File: config.mk
export PLATFORM = sky130hd
export DESIGN_NAME = pdm_multi
export DESIGN_NICKNAME = d
export VERILOG_FILES = /design/src/rtl/pdm_multi.sv
export SDC_FILE = /design/constraint.sdc
export NUM_CORES = 1
export LEC_CHECK = 0
export ABC_AREA = 1
export BUFFER_PORTS_ARGS = -buffer_cell sky130_fd_sc_hd__buf_2
export CAP_MARGIN = 20
export CELL_PAD_IN_SITES_DETAIL_PLACEMENT = 1
export CELL_PAD_IN_SITES_GLOBAL_PLACEMENT = 2
export CORE_MARGIN = 4
export CORE_UTILIZATION = 32
export CTS_CLUSTER_DIAMETER = 30
export DETAILED_ROUTE_END_ITERATION = 10
export PLACE_DENSITY = 0.71
export SKIP_LAST_GASP = 1
export SLEW_MARGIN = 25
export SYNTH_ARGS = -nofsm -noshare
export SYNTH_HDL_FRONTEND = slang
export SYNTH_SLANG_ARGS = --single-unit
File: constraint.sdc
create_clock -name clk -period 1.7 [get_ports clk]
set_clock_uncertainty 0.1 [all_clocks]
set_input_delay 0 -clock clk [delete_from_list [all_inputs] [get_ports clk]]
set_output_delay 0 -clock clk [all_outputs]
set_load 0.02 [all_outputs]
File: src/rtl/pdm_multi.sv
// Multi-channel first-order PDM DAC driver: a double-buffered frame is loaded once per OSR clocks.
// Optional sticky underrun flag is enabled with `define PDM_MULTI_UNDERRUN_EN.

module pdm_lane #(
   parameter int INPUT_WIDTH  = 16,
   parameter int OUTPUT_WIDTH = 2
) (
   input  logic                    clk,
   input  logic                    reset_n,
   input  logic                    en,
   input  logic [INPUT_WIDTH-1:0]  active,
   output logic [OUTPUT_WIDTH-1:0] dac
);
   localparam int L = INPUT_WIDTH - OUTPUT_WIDTH;

   logic [L-1:0]           acc;
   logic [INPUT_WIDTH:0]   sum;
   logic [OUTPUT_WIDTH:0]  hi;

   assign sum = {1'b0, active} + {{(OUTPUT_WIDTH+1){1'b0}}, acc};
   assign hi  = sum[INPUT_WIDTH:L];

   // A disabled lane restarts from acc=0 so re-enable is deterministic.
   always_ff @(posedge clk or negedge reset_n) begin
      if (!reset_n) begin
         acc <= '0;
         dac <= '0;
      end else if (!en) begin
         acc <= '0;
         dac <= '0;
      end else begin
         acc <= sum[L-1:0];
         dac <= hi[OUTPUT_WIDTH] ? {OUTPUT_WIDTH{1'b1}} : hi[OUTPUT_WIDTH-1:0];
      end
   end
endmodule

module pdm_multi #(
   parameter int INPUT_WIDTH  = 16,
   parameter int OUTPUT_WIDTH = 2,
   parameter int NUM_CHANNELS = 2,
   parameter int OSR          = 64
) (
   input  logic                                 clk,
   input  logic                                 reset_n,
   input  logic [NUM_CHANNELS*INPUT_WIDTH-1:0]  s_data,
   input  logic                                 s_valid,
   output logic                                 s_ready,
   input  logic [NUM_CHANNELS-1:0]              ch_en,
   input  logic                                 clr_underrun,
   output logic [NUM_CHANNELS*OUTPUT_WIDTH-1:0] dac_out,
   output logic                                 tick,
   output logic                                 underrun
);
   localparam int CW = (OSR > 2) ? $clog2(OSR) : 1;
   localparam logic [CW-1:0] CNT_MAX = CW'(OSR - 1);

   logic [CW-1:0]                                cnt, cnt_nxt;
   logic                                         hold_full;
   logic                                         xfer;
   logic [NUM_CHANNELS-1:0][INPUT_WIDTH-1:0]     hold_q;
   logic [NUM_CHANNELS-1:0][INPUT_WIDTH-1:0]     active_q;
   logic [NUM_CHANNELS-1:0][OUTPUT_WIDTH-1:0]    dac_lane;

   assign cnt_nxt = (cnt == CNT_MAX) ? '0 : cnt + 1'b1;
   assign s_ready = !hold_full || tick;
   assign xfer    = s_valid && s_ready;
   assign dac_out = dac_lane;

   // tick is registered alongside the counter so it is high exactly while cnt == OSR-1.
   always_ff @(posedge clk or negedge reset_n) begin
      if (!reset_n) begin
         cnt  <= '0;
         tick <= 1'b0;
      end else begin
         cnt  <= cnt_nxt;
         tick <= (cnt_nxt == CNT_MAX);
      end
   end

   always_ff @(posedge clk or negedge reset_n) begin
      if (!reset_n) begin
         hold_full <= 1'b0;
         hold_q    <= '0;
         active_q  <= '0;
      end else begin
         // On a tick the held frame is consumed, so the slot is free unless refilled now.
         hold_full <= xfer || (hold_full && !tick);
         if (xfer)
            hold_q <= s_data;
         if (tick && hold_full)
            active_q <= hold_q;
      end
   end

`ifdef PDM_MULTI_UNDERRUN_EN
   always_ff @(posedge clk or negedge reset_n) begin
      if (!reset_n)
         underrun <= 1'b0;
      else if (tick && !hold_full)
         underrun <= 1'b1;
      else if (clr_underrun)
         underrun <= 1'b0;
   end
`else
   assign underrun = 1'b0;
   logic unused_clr;
   assign unused_clr = clr_underrun;
`endif

   genvar k;
   generate
      for (k = 0; k < NUM_CHANNELS; k++) begin : g_lane
         pdm_lane #(
            .INPUT_WIDTH  (INPUT_WIDTH),
            .OUTPUT_WIDTH (OUTPUT_WIDTH)
         ) u_lane (
            .clk     (clk),
            .reset_n (reset_n),
            .en      (ch_en[k]),
            .active  (active_q[k]),
            .dac     (dac_lane[k])
         );
      end
   endgenerate
endmodule

# Word-level counts from Yosys, hierarchy flattened
# Cells that the tools add are included.
[word_totals]
memories = 0
rom_bits = 0
ram_bits = 0
output_inout_bits = 7
input_bits = 38
latchBits = 0
ff_bits = 104
elab_cells = 30
[op_classes]
div_mod_pow = 0
bitwise_logic = 0
reduce_logical = 7
magnitude_cmp = 0
shift = 0
add_sub_neg = 3
n_eq_ne = 2
mux = 7
multipliers = 0
[ops]
columns = ["operator", "n"]
rows = [
  ["adder 16 x 14 -> 17 bit", 2],
  ["two-way mux 14 bit", 2],
  ["== test 6 bit (second input constant)", 2],
  ["two-way mux 2 bit", 4],
  ["adder 6 x 1 -> 6 bit (second input constant)", 1],
  ["two-way mux 6 bit", 1],
  ["logical AND 1 bit", 3],
  ["zero test 1 bit", 2],
  ["logical OR 1 bit", 2],
]

# Depth between registers and ports, before layout
# Gate-level depths: netlist (run 1).
[depth]
depth_word = 4
mapped_depth = 13

# Hierarchy
# Synthesis (run 1) repeated with hierarchy kept, for this count alone.
[unflattened]
cells_unflattened = 708
hier_area_um2 = 5592.9
[modules_own_cells]
columns = ["mod", "area_per_inst_um2", "n_inst", "cells_per_inst"]
rows = [
  ["pdm_lane", 1406.3, 2, 213],
  ["pdm_multi", 2780.2, 1, 282],
]

# Least setup slack after synthesis (run 1)
# No wires, ideal clock.
[synth_timing]
kind = "register to register"
start = "register active_q[16] (netlist name)"
end = "register g_lane[1].u_lane.acc[12]"
t_required_ps = 1484
slack_ps = -51
n_path_buf = 0
path_stages_with_launch = 14
setup_ps = 116
synth_period_minus_slack_ps = 1751
t_arrival_ps = 1535
path_cell_list = "dfrtp_1 ha_1 inv_1 fa_1 inv_1 nand2_1 nand2_1 nand3_1 nand2_2 inv_2 o21bai_4 nand2_1 nand2_1 nor2_1"
[synth_between]
elab_chain_cells = 2
[synth_lines]
columns = ["element", "line_no", "source"]
rows = [
  ["from (decl)", "62", "logic [NUM_CHANNELS-1:0][INPUT_WIDTH-1:0] active_q;"],
  ["from (signal assigned)", "92", "active_q <= hold_q;"],
  ["adder 16 x 14 -> 17 bit", "20", "assign sum = {1'b0, active} + {{(OUTPUT_WIDTH+1){1'b0}}, acc};"],
  ["two-way mux 14 bit", "28", "end else if (!en) begin"],
  ["to (signal assigned)", "32", "acc <= sum[L-1:0];"],
  ["to (decl)", "16", "logic [L-1:0] acc;"],
]
# Every way passes these cells.
# A chain may end at the register's enable or synchronous reset.

# Worst setup path in the final report (run 1)
[layout_timing]
start = "register active_q[16] (netlist name)"
end = "register g_lane[1].u_lane.acc[8]"
# The elaborated chain is that of the path after synthesis.

==> results.yml, run 1 <==
pwr:
  p_per_area_nw_per_um2: 619.0
  p_int_mw: 3.642
  pwr-share-comb: 0.040
  leakagePower_nw: 4.078
  switching_share: 0.2355
  p_clk_frac: 0.441
  vdd_drop_max_uv: 477.7
  p_total_mw: 4.763
  seqPwrFrac: 0.519
  switchingPower_mw: 1.122
final_layout:
  seq_area_um2: 2604
  final_core_util: 0.4591
  multi_input_area_um2: 3035
  drive_gt1_frac: 0.3060
  stdcell_area_um2: 7695
  antenna_cells: 0
  areaGrowthSynthToFinish_pct: 39.14
  n_fill_cell: 1989
  fin_nets: 895
critical_path:
  critPathBufInv: 4
  start_kind: "register"
  cp_top_family: "adder cells"
  criticalPathCategory: "reg2reg"
  critPathMaxStageDelay_ns: 0.37
  end_kind: "register"
  critPathRequiredTime_ns: 1.89
  worstPathMaxFanout: 3
  cp_slowest_cell: "dfrtp_1"
  cp_cell_sequence: "ha_2 -> inv_2 -> fa_2 -> inv_2 -> nand2_2 -> nand2_2 -> nand3_2 -> nand2_4 -> buf_4 -> buf_6 -> o21ai_2 -> a21oi_2"
  crit_arrival_ns: 2.04
route:
  antenna_left: 0
  routedWlPerCell_um: 13.72
  vias: 4767
  routed_wl_um: 14410
  viasPerCell: 4.540
  dr.first_iter.drc_count: 157
  first_pass_iters: 4
  drcViolationCount: 0
yosys:
  synth_cell_types: 34
  ys_seq_elements: 104
  synth_cells: 695
  syn-cell-area_um2: 5530
  yosys_warnings: 0
  ys_seq_area_frac: 0.4706
  syn_nets: 765
  synth_area_per_cell_um2: 7.957
grt:
  grt_antenna_before_repair: 0
  grt_overflow: 0
  grt_max_degree: 40
  grt_pass1_wl_um: 24120
  grt_pass1_vias: 4916
  grt_use_total: 0.1521
floorplan:
  dieArea_um2: 19450
  rows: 47
  die_w_um: 139.5
  core_um2: 16760
  start_util: 0.3300
  ioPinCount: 45
  die_h_um: 139.5
clock_network:
  h-tree-depth: 3
  cts_sinks: 104
  cts-root-buf: "clkbuf_16"
  cts-buffers-inserted: 9
  clockBufferDepth: 2
  clock_latency_ns: 0.36
  cts_tree: "done"
  clkTransAtPathRegs_ns: 0.07
outcome:
  violations: "setup timing"
  status: "finished with violations"
sta:
  finalMaxSlewViolations: 0
  hold_viol: 0
  rsz0062_at_grt: "true"
  period_needed_ns: 1.852
  setup_ws_ns: -0.1519
  min_period_over_period: 1.089
  max_freq_ghz: 0.5400
  finalSetupViolCount: 10
  holdWs_ns: 0.02638
hold_path:
  hold_path.class: "in2async"
run:
  max_cap_violations: 0
placed_design:
  placed_area_um2: 6256
  portBuffers: 42
  gp_congestion: 0.7937
  dpl.hpwl_um: 10520
==> cells in the final DEF (no fill, tap or decap), types with 8 or more instances in the layout <==
cell,synthesis,final
a21oi_1,59,43
inv_2,8,12
inv_1,111,107
nand2_4,0,8
nand3_2,2,8
ha_4,0,23
dfrtp_1,104,103
nand3_1,19,11
buf_4,2,50
clkbuf_16,0,9
buf_2,5,41
nor2_1,67,65
nand2_1,181,144
dlygate4sd3_1,0,36
a21oi_2,3,17
nand2_2,11,40
o21ai_0,38,34
==> cell usage after synthesis, drive strengths merged <==
cell / n / share of area
mux2: 7 / 0.014
buf: 8 / 0.0093
nand2: 192 / 0.14
o21ai: 41 / 0.037
clkbuf: 7 / 0.0048
a21oi: 62 / 0.058
xor2: 4 / 0.0063
nand3: 21 / 0.021
fa: 2 / 0.0072
inv: 119 / 0.081
xnor2: 2 / 0.0032
o21bai: 4 / 0.0095
ha: 30 / 0.068
and2: 4 / 0.0045
or2: 2 / 0.0023
nor4: 2 / 0.0023
conb: 1 / 0.00068
dfrtp: 104 / 0.47
nor3: 9 / 0.010
nand4: 1 / 0.0011
a31o: 3 / 0.0048
nand3b: 2 / 0.0027
nor2: 68 / 0.047
==> power by group through the flow <==
| stage | registers, mW | clock network, mW | logic [mW] |
|---|---|---|---|
| after global routing | 2.47 | 2.28 | 0.216 |
| after detailed placement | 2.52 | 0 | 0.131 |
| final | 2.47 | 2.10 | 0.190 |
| after floorplan | 2.52 | 0 | 0.0184 |
| after CTS | 2.47 | 2.19 | 0.195 |
| after global placement | 2.52 | 0 | 0.129 |
==> sequential cells by signal, indices dropped and copies added, names as in the netlist <==
register,cells
active_q,32
cnt,6
g_lane.u_lane.acc,28
g_lane.u_lane.dac,4
hold_full,1
hold_q,32
tick,1
==> cell type report <==
| class | instances | area share |
|---|---|---|
| repair buffers | 134 | 0.1348 |
| multi-input cells | 457 | 0.3945 |
| flip-flops and latches | 104 | 0.3384 |
| well taps | 220 | 0.03577 |
| inverters | 119 | 0.05805 |
| clock inverters | 6 | 0.007480 |
| clock buffers | 10 | 0.03106 |
==> final timing paths <==
check / startpoint / end / slack (ns) / cells past startpoint
min in group clk: s_valid / hold_full$_DFF_PN0_ / 0.30 / 4
min reg2reg: hold_q[13]$_DFFE_PN0P_ / hold_q[13]$_DFFE_PN0P_ / 0.40 / 1
max reg2reg: active_q[16]$_DFFE_PN0P_ / g_lane[1].u_lane.acc[8]$_DFF_PN0_ / -0.15 / 12
min: reset_n / g_lane[0].u_lane.dac[0]$_DFF_PN0_ / 0.03 / 2
max: active_q[16]$_DFFE_PN0P_ / g_lane[1].u_lane.acc[8]$_DFF_PN0_ / -0.15 / 12
max in group asynchronous: reset_n / hold_q[20]$_DFFE_PN0P_ / 0.88 / 3
==> timing repair <==
item | in CTS | in global routing
hold endpoints to repair | 167 | 0
pin swaps | 12 | 41
resized for setup | 54 | 69
hold buffers | 36 | 0
buffers inserted | 4 | 15
endpoints found under the setup margin | 20 | 23
==> cells by family after synthesis <==
family                     count (synthesis)  synth area share
and+or+nand+nor                          301            0.2256
other                                      1         0.0006781
DFF                                      104            0.4706
AOI/OAI and AO/OA                        110            0.1095
muxes                                      7           0.01425
buffers and inverters                    134           0.09480
xor gates and xnor gates                   6          0.009502
adders and majority gates                 32           0.07511
==> per-stage QoR <==
step                setup WS [ns]  instances  setup TNS, ns
finish                    -0.1519       1050        -0.9380
global route              -0.2809       1050         -2.786
CTS                       -0.1635       1035        -0.9405
detailed placement        -0.1988        979         -1.574
global placement          -0.1319        979        -0.9321
floorplan                -0.01023        695       -0.01023
==> metal layers <==
metal / up-vias / wire length [um] / track usage
met1: 2281 / 7059 / 0.2039
met3: 17 / 371 / 0.02847
met4: 0 / 215 / 0.04068
met2: 56 / 6759 / 0.2534
li1: 2413 / - / -
met5: - / 0 / 0
Note: power is estimated with default switching activity, not from simulation.
==> run 2, diff against run 1 <==
CELL_PAD_IN_SITES_DETAIL_PLACEMENT = 0   (was 1)
CELL_PAD_IN_SITES_GLOBAL_PLACEMENT = 1   (was 2)
CORE_UTILIZATION = 35   (was 32)
PLACE_DENSITY = 0.63   (was 0.71)
SETUP_SLACK_MARGIN = 0.1   (was not set)
SLEW_MARGIN = 20   (was 25)
==> run 2 against run 1 <==
- the run still ends with setup timing left
- clock-buffer cell count fell by 1
- routed wire length shrank 10%
- sequential share of layout area is 0.22 points lower
- die area decreased by 8.1%
- core utilization rose by 4.6 points
- non-clock buffer count unchanged
- final cell count is 0.95% lower
- critical endpoint is now g_lane[0].u_lane.acc[12]$_DFF_PN0_
- sequential cell count stayed put
==> results.yml, run 2 (synthesis results as in run 1) <==
outcome:
  violations: "setup timing"
  status: "finished with violations"
critical_path:
  start_kind: "register"
  cp_common_cell: "inv_2"
  crit_arrival_ns: 2.00
  cp_cell_sequence: "ha_2 -> inv_2 -> fa_2 -> inv_2 -> nand2_2 -> nand2_2 -> nand3_2 -> nand2_4 -> inv_2 -> o21bai_4 -> nand2_1 -> nand2_1 -> nor2_1"
  cp_slowest_cell: "dfrtp_1"
  worstPathMaxFanout: 4
  criticalPathCategory: "reg2reg"
  end_kind: "register"
  critPathRequiredTime_ns: 1.85
  critPathMaxStageDelay_ns: 0.36
route:
  first_pass_iters: 4
  routed_wl_um: 12890
  dr.first_iter.drc_count: 170
  drcViolationCount: 0
  antenna_left: 0
  routedWlPerCell_um: 12.40
  vias: 4636
  viasPerCell: 4.458
pwr:
  leakagePower_nw: 4.091
  p_per_area_nw_per_um2: 601.7
  vdd_drop_max_uv: 497.4
sta:
  period_needed_ns: 1.854
  min_period_over_period: 1.091
  hold_viol: 0
  finalSetupViolCount: 10
  max_freq_ghz: 0.5393
  rsz0062_at_grt: "true"
  finalMaxSlewViolations: 0
  setup_ws_ns: -0.1544
clock_network:
  h-tree-depth: 3
  clockBufferDepth: 2
  cts-buffers-inserted: 9
  clock_latency_ns: 0.36
  cts-root-buf: "clkbuf_16"
  cts_sinks: 104
  clkTransAtPathRegs_ns: 0.07
  cts_tree: "done"
grt:
  grt_pass1_vias: 4582
  use_met1: 0.2091
  grt_max_degree: 47
  use_met2: 0.2369
  top_usage_layer: "met2"
  grt_pass1_wl_um: 21960
  grt_overflow: 0
  grt_antenna_before_repair: 0
  grt_use_total: 0.1511
  use_met3: 0.03399
final_layout:
  fin_nets: 895
  final_cell_mix: "nand2_1 (147), inv_1 (104), dfrtp_1 (104)"
  reg.largest.list: "active_q x32, hold_q x32, g_lane.u_lane.acc x28"
  stdcell_area_um2: 7742
  final_common_cell: "nand2_1"
  antenna_cells: 0
  areaGrowthSynthToFinish_pct: 40.00
  final_core_util: 0.5056
  drive_gt1_frac: 0.3076
floorplan:
  dieArea_um2: 17880
  die_h_um: 133.7
  core_um2: 15310
  ioPinCount: 45
  die_w_um: 133.7
  start_util: 0.3611
  rows: 45
placed_design:
  gp_congestion: 0.7963
  placed_area_um2: 6223
  dpl.hpwl_um: 9110
  portBuffers: 42
hold_path:
  hold_path.class: "in2async"
run:
  max_cap_violations: 0
[run 2: final timing paths]
path / from / end / slack, ns / cells past startpoint
hold reg to reg: active_q[29]$_DFFE_PN0P_ / active_q[29]$_DFFE_PN0P_ / 0.40 / 2
setup reg to reg: active_q[0]$_DFFE_PN0P_ / g_lane[0].u_lane.acc[12]$_DFF_PN0_ / -0.15 / 13
max in group asynchronous: reset_n / active_q[5]$_DFFE_PN0P_ / 0.88 / 3
hold / removal: reset_n / g_lane[0].u_lane.dac[0]$_DFF_PN0_ / 0.03 / 2
setup / recovery: active_q[0]$_DFFE_PN0P_ / g_lane[0].u_lane.acc[12]$_DFF_PN0_ / -0.15 / 13
min in group clk: s_data[14] / hold_q[14]$_DFFE_PN0P_ / 0.29 / 3
[run 2: metrics by stage]
step	instances	total power [mW]	setup WS (ns)	hold slack, ns	setup TNS, ns
after global routing	1040	4.877	-0.2474	0.08187	-2.365
after CTS	1026	4.745	-0.1476	0.03888	-0.6226
final	1040	4.659	-0.1544	0.03499	-0.7642
after detailed placement	965	2.647	-0.1619	-0.1182	-0.8185
after floorplan	695	2.540	-0.003635	-0.3956	-0.004828
after global placement	965	2.649	-0.1296	-0.1123	-0.5901
[run 2: final cells by class]
cell class,count,area [um^2]
fillers,1468,7572
multi-input cells,457,3089
flip-flops and latches,104,2603
repair buffers,134,1060
inverters,119,446.7
well taps,211,264.0
clock buffers,9,225.2
clock inverters,6,55.05
[run 2: critical path, delay by kind of cell (launching register included)]
kind | cells | cell delay (ns)
and+or+nand+nor | 7 | 0.47
DFF | 1 | 0.36
AOI/OAI and AO/OA | 1 | 0.10
buffers and inverters | 3 | 0.17
adders and majority gates | 2 | 0.55
[run 2: repair_timing]
item	4_1_cts	5_1_grt
pin swaps	17	48
gates cloned	0	0
hold endpoints to repair	169	0
buffers inserted	10	17
hold buffers	36	0
endpoints found under the setup margin	23	27
gates resized for setup	72	68
[run 2: per-layer routing]
layer / wire (um) / vias to the layer above
met4: 205 / 0
li1: - / 2432
met3: 352 / 18
met2: 5776 / 58
met1: 6559 / 2128
met5: 0 / -
[run 2: power breakdown]
group	total, mW	switching, mW	internal, mW	leakage (nW)
clock network	2.00	0.989	1.01	0.132
logic	0.187	0.0912	0.0960	2.67
registers	2.47	0.000000000000000268	2.47	1.29
total	4.66	1.08	3.58	4.09
